**config.mk**
```make
export PLATFORM = sky130hd
export DESIGN_NAME = tl_inflight_monitor
export DESIGN_NICKNAME = d
export VERILOG_FILES = /design/src/rtl/tl_inflight_monitor.sv
export SDC_FILE = /design/constraint.sdc
export NUM_CORES = 1
export LEC_CHECK = 0
export ABC_AREA = 1
export BUFFER_PORTS_ARGS = -buffer_cell sky130_fd_sc_hd__buf_2
export CAP_MARGIN = 40
export CORE_AREA = 2 2 194 158
export DETAILED_ROUTE_END_ITERATION = 7
export DIE_AREA = 0 0 196 160
export SYNTH_ARGS = -nofsm -noshare
export SYNTH_HDL_FRONTEND = slang
export SYNTH_SLANG_ARGS = --single-unit
```
**constraint.sdc**
```tcl
create_clock -name clock -period 6.3 [get_ports clock]
set_input_delay 0.315 -clock clock [delete_from_list [all_inputs] [get_ports clock]]
set_output_delay 0.315 -clock clock [all_outputs]
set_load 0.005 [all_outputs]
```
**src/rtl/tl_inflight_monitor.sv**
```systemverilog
// Observe-only TileLink-UL/UH in-flight checker for one A/D channel pair.
// Define TL_INFLIGHT_MON_TIMEOUT_EN to compile in the response watchdog (err_flags[6]).
module tl_inflight_monitor #(
   parameter int SOURCE_W    = 2,
   parameter int ADDR_W      = 32,
   parameter int BEAT_BYTES  = 4,
   parameter int TIMEOUT_CYC = 256
) (
   input  logic                  clock,
   input  logic                  reset_n,
   input  logic                  a_valid,
   input  logic                  a_ready,
   input  logic [2:0]            a_opcode,
   input  logic [3:0]            a_size,
   input  logic [SOURCE_W-1:0]   a_source,
   input  logic [ADDR_W-1:0]     a_address,
   input  logic [BEAT_BYTES-1:0] a_mask,
   input  logic                  d_valid,
   input  logic                  d_ready,
   input  logic [2:0]            d_opcode,
   input  logic [3:0]            d_size,
   input  logic [SOURCE_W-1:0]   d_source,
   input  logic                  clear_err,
   output logic [6:0]            err_flags,
   output logic                  err_pulse,
   output logic [SOURCE_W:0]     inflight_cnt
);

   localparam int LG_BEAT = $clog2(BEAT_BYTES);
   localparam int NSRC    = 1 << SOURCE_W;
   localparam int CNT_W   = 16;

   localparam logic [2:0] OP_PUT_FULL    = 3'd0;
   localparam logic [2:0] OP_PUT_PARTIAL = 3'd1;
   localparam logic [2:0] OP_GET         = 3'd4;
   localparam logic [2:0] OP_ACK_DATA    = 3'd1;

   localparam int ERR_A_DUP     = 0;
   localparam int ERR_D_ORPHAN  = 1;
   localparam int ERR_D_OPCODE  = 2;
   localparam int ERR_A_STABLE  = 3;
   localparam int ERR_A_ILLEGAL = 4;
   localparam int ERR_D_SIZE    = 5;
   localparam int ERR_TIMEOUT   = 6;

   typedef struct packed {
      logic       exp_data;
      logic [3:0] size;
   } entry_t;

   function automatic logic [CNT_W-1:0] beats_of(input logic [3:0] size);
      if (int'(size) > LG_BEAT) return CNT_W'(1) << (int'(size) - LG_BEAT);
      return CNT_W'(1);
   endfunction

   // Byte lanes a sub-beat Get must enable: 2^size contiguous lanes at the address offset.
   function automatic logic [BEAT_BYTES-1:0] get_mask(input logic [3:0] size,
                                                      input logic [ADDR_W-1:0] addr);
      logic [BEAT_BYTES-1:0] ones;
      int lanes;
      int offs;
      lanes = 1 << size;
      offs  = int'(addr & ADDR_W'(BEAT_BYTES - 1));
      ones  = '0;
      for (int i = 0; i < BEAT_BYTES; i++) begin
         if (i < lanes) ones[i] = 1'b1;
      end
      return ones << offs;
   endfunction

   function automatic logic [SOURCE_W:0] popcount(input logic [NSRC-1:0] v);
      logic [SOURCE_W:0] c;
      c = '0;
      for (int i = 0; i < NSRC; i++) c = c + (SOURCE_W+1)'(v[i]);
      return c;
   endfunction

   logic              a_fire, d_fire;
   logic              a_first, d_first, d_orphan, d_clear;
   logic [CNT_W-1:0]  a_cnt, d_cnt, a_cnt_next, d_cnt_next;
   logic [CNT_W-1:0]  a_beats, d_beats;
   logic [NSRC-1:0]   pend, pend_next;
   entry_t            tbl [NSRC];
   logic              a_bad_op, a_misaligned, a_bad_mask;
   logic              det_timeout;
   logic [6:0]        det;

   logic              stall_q;
   logic [2:0]        op_q;
   logic [3:0]        size_q;
   logic [SOURCE_W-1:0] src_q;
   logic [ADDR_W-1:0] addr_q;

   assign a_fire   = a_valid & a_ready;
   assign d_fire   = d_valid & d_ready;
   assign a_first  = a_fire && (a_cnt == '0);
   assign d_first  = d_fire && (d_cnt == '0);
   assign d_orphan = d_first && !pend[d_source];

   assign a_beats = (a_opcode == OP_PUT_FULL || a_opcode == OP_PUT_PARTIAL) ?
                    beats_of(a_size) : CNT_W'(1);
   assign d_beats = (d_opcode == OP_ACK_DATA) ? beats_of(d_size) : CNT_W'(1);

   // An orphan response is treated as a lone beat and never retires anything.
   assign d_clear = d_fire && !d_orphan &&
                    (d_first ? (d_beats == CNT_W'(1)) : (d_cnt == CNT_W'(1)));

   assign a_bad_op     = !(a_opcode inside {OP_PUT_FULL, OP_PUT_PARTIAL, OP_GET});
   assign a_misaligned = (a_address & ~({ADDR_W{1'b1}} << a_size)) != '0;
   assign a_bad_mask   = (a_opcode == OP_GET) && (int'(a_size) < LG_BEAT) &&
                         (a_mask != get_mask(a_size, a_address));

   // NOTE: every variable assigned in a combinational block gets a default first,
   // so no path can leave it unassigned and infer a latch.
   always_comb begin
      a_cnt_next = a_cnt;
      d_cnt_next = d_cnt;
      if (a_fire) a_cnt_next = a_first ? a_beats - CNT_W'(1) : a_cnt - CNT_W'(1);
      if (d_fire) begin
         if (!d_first)     d_cnt_next = d_cnt - CNT_W'(1);
         else if (d_orphan) d_cnt_next = '0;
         else              d_cnt_next = d_beats - CNT_W'(1);
      end
   end

   // A new request on a source wins over a same-cycle retirement of that source.
   always_comb begin
      pend_next = pend;
      if (d_clear) pend_next[d_source] = 1'b0;
      if (a_first) pend_next[a_source] = 1'b1;
   end

   always_comb begin
      det = '0;
      det[ERR_A_DUP]     = a_first && pend[a_source] &&
                           !(d_clear && (d_source == a_source));
      det[ERR_D_ORPHAN]  = d_orphan;
      det[ERR_D_OPCODE]  = d_first && !d_orphan &&
                           (d_opcode != {2'b00, tbl[d_source].exp_data});
      det[ERR_D_SIZE]    = d_first && !d_orphan &&
                           (d_opcode == {2'b00, tbl[d_source].exp_data}) &&
                           (d_size != tbl[d_source].size);
      det[ERR_A_STABLE]  = stall_q && (!a_valid || a_opcode != op_q || a_size != size_q ||
                                       a_source != src_q || a_address != addr_q);
      det[ERR_A_ILLEGAL] = a_first && (a_bad_op || a_misaligned || a_bad_mask);
      det[ERR_TIMEOUT]   = det_timeout;
   end

   // NOTE: sequential state uses non-blocking assignments so every register
   // samples pre-edge values regardless of block ordering.
   always_ff @(posedge clock or negedge reset_n) begin
      if (!reset_n) begin
         a_cnt        <= '0;
         d_cnt        <= '0;
         pend         <= '0;
         inflight_cnt <= '0;
         // NOTE: the source table is small and must read back as empty after
         // reset, so it is reset explicitly rather than left as uninitialised RAM.
         for (int i = 0; i < NSRC; i++) tbl[i] <= '0;
      end else begin
         a_cnt        <= a_cnt_next;
         d_cnt        <= d_cnt_next;
         pend         <= pend_next;
         inflight_cnt <= popcount(pend_next);
         if (a_first) tbl[a_source] <= '{exp_data: (a_opcode == OP_GET), size: a_size};
      end
   end

   always_ff @(posedge clock or negedge reset_n) begin
      if (!reset_n) begin
         stall_q <= 1'b0;
         op_q    <= '0;
         size_q  <= '0;
         src_q   <= '0;
         addr_q  <= '0;
      end else begin
         stall_q <= a_valid & ~a_ready;
         op_q    <= a_opcode;
         size_q  <= a_size;
         src_q   <= a_source;
         addr_q  <= a_address;
      end
   end

   always_ff @(posedge clock or negedge reset_n) begin
      if (!reset_n) begin
         err_flags <= '0;
         err_pulse <= 1'b0;
      end else begin
         err_pulse <= |det;
         err_flags <= clear_err ? det : (err_flags | det);
      end
   end

`ifdef TL_INFLIGHT_MON_TIMEOUT_EN
   localparam int WD_W = $clog2(TIMEOUT_CYC + 1);

   logic [WD_W-1:0] wd_q;

   // Fires once on the cycle the count would reach the limit, then parks there.
   assign det_timeout = (inflight_cnt != '0) && !d_fire &&
                        (wd_q == WD_W'(TIMEOUT_CYC - 1));

   always_ff @(posedge clock or negedge reset_n) begin
      if (!reset_n) begin
         wd_q <= '0;
      end else if (inflight_cnt == '0 || d_fire) begin
         wd_q <= '0;
      end else if (wd_q != WD_W'(TIMEOUT_CYC)) begin
         wd_q <= wd_q + WD_W'(1);
      end
   end
`else
   logic unused_timeout_cfg;

   assign det_timeout        = 1'b0;
   assign unused_timeout_cfg = (TIMEOUT_CYC > 0);
`endif

endmodule
```
==> Yosys cells after proc, flatten, opt, wreduce, memory -nomap -nowiden <==
Cells that the tools add are included.
{ "op_classes": {"mux": 33, "n_addsub": 9, "eq_ne": 14, "reduce_logical": 37, "bitwise_logic": 12, "n_lt_le_gt_ge": 14, "shifts": 5} }
{ "ops": {"columns": ["op", "count"], "rows": [
  ["$mux 16", 9],
  ["$lt 3x32->1 const A", 2],
  ["$shl 1x32->16 const A", 2],
  ["$sub 16x1->16 const B", 4],
  ["$and 32x32->32", 1],
  ["$eq 16x1->1 const B", 2],
  ["$logic_not 16->1", 2],
  ["$lt 1x32->1 const A", 1],
  ["$lt 2x32->1 const A", 1],
  ["$ne 32x32->1", 1],
  ["$not 32->32", 1],
  ["$reduce_bool 32->1", 1],
  ["$shl 1x4->32 const A", 1],
  ["$shl 32x4->32 const A", 1],
  ["$bwmux 20", 1],
  ["$logic_and 1x1->1", 19],
  ["$mux 5", 3],
  ["$ne 4x4->1", 3],
  ["$mux 1", 11],
  ["$bmux 5 s2", 1],
  ["$demux 5 s2", 1],
  ["$sub 4x2->5 const B", 2],
  ["$gt 4x2->1 const B", 2],
  ["$mux 4", 2],
  ["31 further kinds", 50]
]} }
{ "totals": {"wordCells": 143, "output_inout_bits": 11, "register_bits": 109, "in_bits": 61} }

==> Logic depth before layout (Yosys ltp) <==
Gate-level depths: netlist (run 1).
{ "logic_depth": {"word_depth": 14, "mapped_depth": 21, "mapped_depth_nobuf": 21} }

==> Least setup slack after synthesis (run 1) <==
No wires, ideal clock.
{ "synth_path": {"kind": "input -> register", "startpoint": "in d_size[1]", "endpoint": "reg inflight_cnt[1]", "setup_time_ns": 0.126, "path_slack_ns": 3.246, "n_path_buf": 0, "stages": 19, "t_arrival_ns": 2.928, "t_required_ns": 6.174, "path_cell_list": "inv_1 ha_1 ha_1 inv_1 nor2_1 nand2_1 inv_1 nand2_1 ha_1 nand3_1 nor3_1 nand2_1 nand2_2 nand2_1 nand2_1 nand2_1 fa_1 ha_1 ha_1"} }
{ "synth_via": {"word_cells_on_any_way": 16, "cone_classes": "add/sub (4); order compare (1); eq/ne (1); shift (1); mux (7); bitwise (1); reduce/logical (1)"} }
{ "synth_rtl": {"columns": ["element", "line_no", "rtl"], "rows": [
  ["start, declared", "21", "input logic [3:0] d_size,"],
  ["$sub 4x2->5", "52", "if (int'(size) > LG_BEAT) return CNT_W'(1) << (int'(size) - LG_BEAT);"],
  ["$shl 1x32->16", "52", null],
  ["$mux 16", "52", null],
  ["$mux 16 (*)", "53", "return CNT_W'(1);"],
  ["$mux 16 (*)", "102", "assign d_beats = (d_opcode == OP_ACK_DATA) ? beats_of(d_size) : CNT_W'(1);"],
  ["$eq 16x1->1 (*)", "106", "(d_first ? (d_beats == CNT_W'(1)) : (d_cnt == CNT_W'(1)));"],
  ["$mux 1 (*)", "106", null],
  ["$logic_and 1x1->1 (*)", "105", "assign d_clear = d_fire && !d_orphan &&"],
  ["$mux 4 (*)", "129", "if (d_clear) pend_next[d_source] = 1'b0;"],
  ["$or 4x4->4 (no line)", null, null],
  ["$mux 4 (*)", "130", "if (a_first) pend_next[a_source] = 1'b1;"],
  ["named net pend_next[3]", "82", "logic [NSRC-1:0] pend, pend_next;"],
  ["$add 3x1->3 (*)", "74", "for (int i = 0; i < NSRC; i++) c = c + (SOURCE_W+1)'(v[i]);"],
  ["end signal, assigned", "164", "inflight_cnt <= popcount(pend_next);"],
  ["end, declared", "26", "output logic [SOURCE_W:0] inflight_cnt"]
]} }
Mark *: on every way through the listed nets, which the timed path passes. The rest lies on a longest branch. The select of a mux whose other input is x is not followed.
A chain may end at the register's enable or synchronous reset.

==> Worst setup path in the final report (run 1) <==
{ "layout_path": {"startpoint": "in d_valid", "endpoint": "reg inflight_cnt[1]"} }
{ "layout_via": {"elab_chain_cells": 12, "word_cells_on_any_way": 13, "cone_classes": "add/sub (3); mux (3); bitwise (2); reduce/logical (5)"} }
{ "layout_lines": {"columns": ["element", "line_no", "rtl"], "rows": [
  ["start, declared", "18", "input logic d_valid,"],
  ["$and 1x1->1 (*)", "95", "assign d_fire = d_valid & d_ready;"],
  ["$logic_and 1x1->1", "97", "assign d_first = d_fire && (d_cnt == '0);"],
  ["$logic_and 1x1->1", "98", "assign d_orphan = d_first && !pend[d_source];"],
  ["$logic_not 1->1", "105", null],
  ["$logic_and 1x1->1", "105", null],
  ["$logic_and 1x1->1 (*)", "105", null],
  ["$mux 4 (*)", "129", null],
  ["$or 4x4->4 (no line)", null, null],
  ["$mux 4 (*)", "130", null],
  ["named net pend_next[0]", "82", null],
  ["$add 1x1->2 (*)", "74", null],
  ["$add 2x1->3 (*)", "74", null],
  ["$add 3x1->3 (*)", "74", null]
]} }
Mark *: on every way through the listed nets, which the timed path passes. The rest lies on a longest branch.

==> flow_metrics.tcl, run 1 <==
set metrics [dict create \
    status "completed" \
    synthSimpleGateAreaFrac_pct 34.36 \
    rsz0062_at_grt "false" \
    finClkSkew_ns 0.01548 \
    rr_startpoint "d_cnt[0]" \
    final.period_utilization_pct 54.46 \
    synth_top_family_by_area "simple AND/OR/NAND/NOR gates" \
    met1Wirelength_mm 9.114 \
    setup_viol 0 \
    die_x_um 196 \
    die-area_sq_um 31360 \
    crit_cells 17 \
    area.growth.synth_to_final_pct 16.68 \
    reg2regPathDepth 18 \
    tightest_slew_ns 0.7587 \
    netlist.area_leader.share_pct 40.62 \
    crit_family "simple AND/OR/NAND/NOR gates" \
    die_h_um 160 \
    dp_cells 1369 \
    core.rowCount 57 \
    yosys-top-cells-area "dfrtp_1 (41%), nand2_1 (14%), nor2_1 (6.5%)" \
    required_ns 6.54 \
    cts_resized 0 \
    grt_max_degree 56 \
    hold_path.class "primary input to asynchronous set/reset pin" \
    synth_cells 930 \
    wl_met2_mm 8.153 \
    drive_above_1_share_pct 12.87 \
    slowest_stage "inv_1" \
    fillers 3254 \
    synth_cell_types 38 \
    via_per_inst 4.432 \
    drc 0 \
    routedWlPerCell_um 13.14 \
    crit_chain "buf_2, nand2_1, inv_1, nand2_1, nor2_2, inv_2, nor2_4, nand2_1, nor2_1, nand2_1, nand2_2, nand2_1, nand2_1, nand2_1, fa_1, ha_1, ha_1" \
    crit_path_start_kind "primary input" \
    cap_violations 0 \
    cts_tree "yes" \
    drt-total-wl_mm 18.20 \
    ctsHtreeMaxLevel 3 \
    antenna_found_initial 0 \
    synth.most_common_cell "nand2_1" \
    hold_buffers 0 \
    synth_mux_area_share_pct 0 \
    setup_tns_ns 0 \
    rrSetupSlack_ns 2.90 \
    path_buf_inv 3 \
    crit_type "primary input to flop" \
    synth.net_count 1005 \
    routed.top_layer "met4" \
    cts.sinks 108 \
    slowest_delay_ns 0.58 \
    synthesis.yosys.warnings 0 \
    ctsLongestPathBuffers 2 \
    io_pins 72 \
    syn_avg_cell_area_sq_um 7.153 \
    initial_utilization_pct 22.42 \
    grt_pass1_wl_mm 30.22 \
    ys_ff_latch 108 \
    synthFlopType "dfrtp_1" \
    drv_slew 0 \
    critPathArrivalTime_ns 3.67 \
    hpwl_mm 14.32 \
    vias 6138 \
    rr_endpoint "inflight_cnt[1]" \
    synth_edf_count 0 \
    power_leakage_nw 3.820 \
    p_per_area_nw_per_um2 242.5 \
    grt_overflow 0 \
    synth_area_sq_um 6653 \
    clock-root-buffer "clkbuf_16" \
    layout_min_cycle_time_ns 3.431 \
    finalHoldViolations 0 \
    yosys-top-cells-count "nand2_1 (255), nor2_1 (116), inv_1 (114), dfrtp_1 (108), nand3_1 (71)" \
    ir_drop_mv 0.1364 \
    firstDrtPassIters 7 \
    synth_compound_area_share_pct 10.08 \
    final_nets 1072 \
    dr_wl_met3_um 680 \
    cts_setup_buffers 0 \
    ant_nets 0 \
    clk_pin_slew_worst_paths_ns 0.08 \
    grtUsageTotal_pct 12.09 \
    seq_area_frac_synth_pct 40.62 \
    instances_no_fill 1385 \
    end_kind "flop" \
    port_buffers 70 \
    slew_headroom_pct 49.42 \
    fmax_mhz 291.5 \
    gp_congestion 0.8900 \
    synthAdderAreaFrac_pct 2.746 \
    diodes 0 \
    crit_top_cell "nand2_1" \
    drtIter0Drc 438 \
    critPathMaxFanout 20 \
    numCtsBuffers 9 \
    core_area_sq_um 29670 \
    grt_pass1_vias 5880 \
    synth_top_area_cell "dfrtp_1" \
    synth_xor_area_share_pct 4.345 \
    async_reset_ff_share_pct 100.0 \
    clock_latency_ns 0.36 \
]
registers in the layout, indices dropped and copies added (netlist names):
name,flops
size_q,4
err_pulse,1
tbl,20
addr_q,32
src_q,2
pend,4
d_cnt,16
op_q,3
a_cnt,16
err_flags,6
stall_q,1
inflight_cnt,3
cells in the final DEF, fill, tap and decap left out, types with 2 or more instances in the layout:
| master | count |
|---|---|
| nor2_4 | 6 |
| nand2_1 | 255 |
| inv_2 | 7 |
| dfrtp_1 | 108 |
| xnor2_1 | 9 |
| nand2_2 | 6 |
| buf_2 | 69 |
| nor3_1 | 27 |
| nor2_2 | 9 |
| o21ai_0 | 42 |
| a21o_1 | 2 |
| xor2_1 | 24 |
| o21bai_1 | 3 |
| or2_2 | 6 |
| nand4_1 | 24 |
| a211oi_1 | 2 |
| nand3_1 | 71 |
| a21oi_1 | 27 |
| inv_1 | 114 |
| a21oi_2 | 2 |
| nand3_2 | 3 |
| buf_4 | 2 |
| bufinv_16 | 2 |
| ha_1 | 13 |
| nor2_1 | 116 |
| o211ai_1 | 2 |
| a31oi_1 | 4 |
| o22ai_1 | 4 |
| a22oi_1 | 16 |
| clkbuf_16 | 9 |
| o21ai_1 | 5 |
power breakdown:
| group | switching [mW] | internal [mW] |
|---|---|---|
| Clock | 0.282 | 0.356 |
| Sequential | 0.0550 | 0.763 |
| Combinational | 0.279 | 0.148 |
routing by layer:
layer / global-route usage (%) / vias to the layer above
met5: 0 / -
li1: - / 3120
met4: 3.547 / 0
met3: 1.922 / 15
met2: 19.01 / 126
met1: 17.10 / 2877
layout make-up:
type	count	area (sq um)	area share (%)
timing repair buffer	71	360.3	4.642
clock buffer	9	225.2	2.901
multi-input combinational	686	3432	44.21
inverter	121	454.2	5.851
sequential	108	2703	34.82
tap	383	479.2	6.173
clock inverter	7	108.9	1.402
through the flow:
step / power [mW] / utilization [%] / hold slack [ns] / worst slack, ns / instance area, sq um
2_1_floorplan: 1.123 / - / 0.01941 / 3.246 / 6653
3_3_place_gp: 1.253 / 25.04 / 0.4364 / 2.659 / 7428
3_5_place_dp: 1.256 / 25.04 / 0.4362 / 2.524 / 7428
4_1_cts: 1.903 / 26.16 / 0.04959 / 2.897 / 7762
5_1_grt: 2.004 / 26.16 / 0.07645 / 2.512 / 7762
6_report: 1.883 / 26.16 / 0.01569 / 2.869 / 7762
worst max-delay path by stage:
stage               from              end  slack, ns
2_1_floorplan  d_size[1]  inflight_cnt[1]       3.25
4_1_cts          d_valid  inflight_cnt[1]       2.90
3_3_place_gp     d_valid  inflight_cnt[1]       2.66
3_5_place_dp     d_valid  inflight_cnt[1]       2.52
5_1_grt          d_valid  inflight_cnt[1]       2.51
6_report         d_valid  inflight_cnt[1]       2.87
logic make-up after synthesis:
group | after synthesis
AO/OA/AOI/OAI | 113
XOR/XNOR | 33
adder cells (fa/ha/maj) | 14
buffers and inverters | 136
flip-flops | 108
other | 1
AND/OR/NAND/NOR | 525
No activity file was read; power rests on OpenSTA's default activity.
==> run 2: changes to the inputs <==
==> constraint.sdc (replaced) <==
create_clock -name clock -period 3.2 [get_ports clock]
set_input_delay 0.16 -clock clock [delete_from_list [all_inputs] [get_ports clock]]
set_output_delay 0.16 -clock clock [all_outputs]
set_load 0.005 [all_outputs]
==> flow_metrics.tcl, run 2 (synthesis results as in run 1) <==
set metrics [dict create \
    drt-total-wl_mm 18.92 \
    most-common-layout-cells "nand2_1 (255), nor2_1 (116), inv_1 (114), dfrtp_1 (108), nand3_1 (71)" \
    grt_overflow 0 \
    p_per_area_nw_per_um2 434.9 \
    end_kind "flop" \
    cap_violations 0 \
    grt_pass1_wl_mm 31.55 \
    seqPwrFrac_pct 44.6 \
    clk_pin_slew_worst_paths_ns 0.08 \
    netSwitchingFraction_pct 33.86 \
    cts_tree "yes" \
    hold_path.class "primary input to flop" \
    required_ns 3.44 \
    numCtsBuffers 9 \
    die_h_um 160 \
    combPwrFrac_pct 25.2 \
    clock-root-buffer "clkbuf_16" \
    power_leakage_nw 4.060 \
    clock_latency_ns 0.35 \
    core.rowCount 57 \
    tightest_slew_ns 0.6282 \
    core_area_sq_um 29670 \
    top_regs "addr_q x32, tbl x20" \
    slew_headroom_pct 58.12 \
    setup_tns_ns 0 \
    crit_path_start_kind "flop" \
    rsz0062_at_grt "false" \
    fmax_mhz 333.0 \
    status "completed" \
    firstDrtPassIters 5 \
    drtIter0Drc 500 \
    regMostFlops "addr_q" \
    grtUsageTotal_pct 12.61 \
    ctsHtreeMaxLevel 3 \
    crit_type "flop to flop" \
    grt_max_degree 65 \
    cts.sinks 108 \
    via_per_inst 4.384 \
    area.growth.synth_to_final_pct 24.43 \
    cts_setup_buffers 0 \
    die-area_sq_um 31360 \
    switchingPower_mw 1.219 \
    ir_drop_mv 0.2065 \
    finalCoreUtilization_pct 27.90 \
    port_buffers 70 \
    io_pins 72 \
    critPathArrivalTime_ns 3.24 \
    ctsLongestPathBuffers 2 \
    drc 0 \
    antenna_found_initial 1 \
    setup_viol 0 \
    finClkSkew_ns 0.01143 \
    final.period_utilization_pct 93.83 \
    hpwl_mm 14.66 \
    gp_congestion 0.8751 \
    drv_slew 0 \
    initial_utilization_pct 22.42 \
    ant_nets 0 \
    finalHoldViolations 0 \
    mostFrequentLayoutCell "nand2_1" \
    die_x_um 196 \
    vias 6335 \
    largest_reg_flops 32 \
    layout_min_cycle_time_ns 3.003 \
    internal_power_mw 2.381 \
    placed_area_sq_um 7591 \
    grt_pass1_vias 6124 \
    final_nets 1131 \
    final_area_sq_um 8278 \
    critPathMaxFanout 5 \
    routedWlPerCell_um 13.10 \
    drive_above_1_share_pct 14.04 \
    p_clk_share_pct 30.1 \
]
## run 2: changes by cell type in the layout (fill, tap and decap cells not counted), moves of 2 or more
cell	delta
bufinv_16	-2
buf_4	+19
clkinv_4	+2
dlygate4sd3_1	+39
## run 2: what timing repair did
action	4_1_cts	5_1_grt
endpoints found under the setup margin	0	1
hold endpoints to repair	81	1
gates resized for setup	0	3
hold buffers	38	1
## run 2: stage by stage
stage                     worst slack (ns)  hold slack (ns)  std cells  power [mW]
after CTS                           0.1567         0.001202       1443       3.633
after detailed placement           0.08663           0.2131       1389       2.486
after global routing               0.01733          0.01472       1445       3.858
after floorplan                     0.3013          -0.1356        930       2.211
after global placement              0.1175           0.2031       1389       2.475
final                               0.1974          0.02782       1445       3.600
## run 2: worst max-delay path: stages (launching register included)
cell     delay, ns
dfrtp_1       0.41
inv_1         0.15
ha_4          0.18
nand2_1       0.08
nor2_2        0.16
nand2_1       0.12
nor2_4        0.15
inv_2         0.06
nor2_4        0.08
nand2_1       0.06
nor2_1        0.09
nand2_1       0.07
nand2_2       0.11
nand2_1       0.06
nand2_1       0.05
nand2_1       0.09
fa_1          0.51
ha_1          0.20
ha_1          0.26
## run 2: cell type report
type | count | area (sq um)
fillers | 3240 | 21390
multi-input cells | 686 | 3450
flip-flops and latches | 108 | 2703
repair buffers | 130 | 913.4
well taps | 383 | 479.2
inverters | 121 | 454.2
clock buffers | 10 | 229.0
clock inverters | 6 | 47.55
diodes | 1 | 2.502
## run 2: worst paths after layout
path                            depth (start not counted)  slack, ns              end         start
worst max-delay path                                   18       0.20  inflight_cnt[1]      d_cnt[0]
worst min-delay path                                    1       0.03        size_q[0]     a_size[0]
worst max register to register                         18       0.20  inflight_cnt[1]      d_cnt[0]
worst min register to register                          1       0.48     err_flags[4]  err_flags[4]
max in group asynchronous                               3       2.04       addr_q[14]       reset_n
min in group asynchronous                               2       0.37           tbl[5]       reset_n
## run 2: per-layer routing
layer	vias up	wire, um	GRT usage [%]
met1	2966	9518	17.58
met3	13	680	2.239
li1	3245	-	-
met5	-	0	0
met4	0	212	3.650
met2	111	8512	19.96
## run 2: power groups by stage
stage                     sequential [mW]  clock, mW  combinational (mW)
final                                1.61       1.09               0.908
after global routing                 1.63       1.19                1.04
after CTS                            1.61       1.13               0.894
after detailed placement             1.63          0               0.855
after global placement               1.63          0               0.845
after floorplan                      1.61          0               0.605
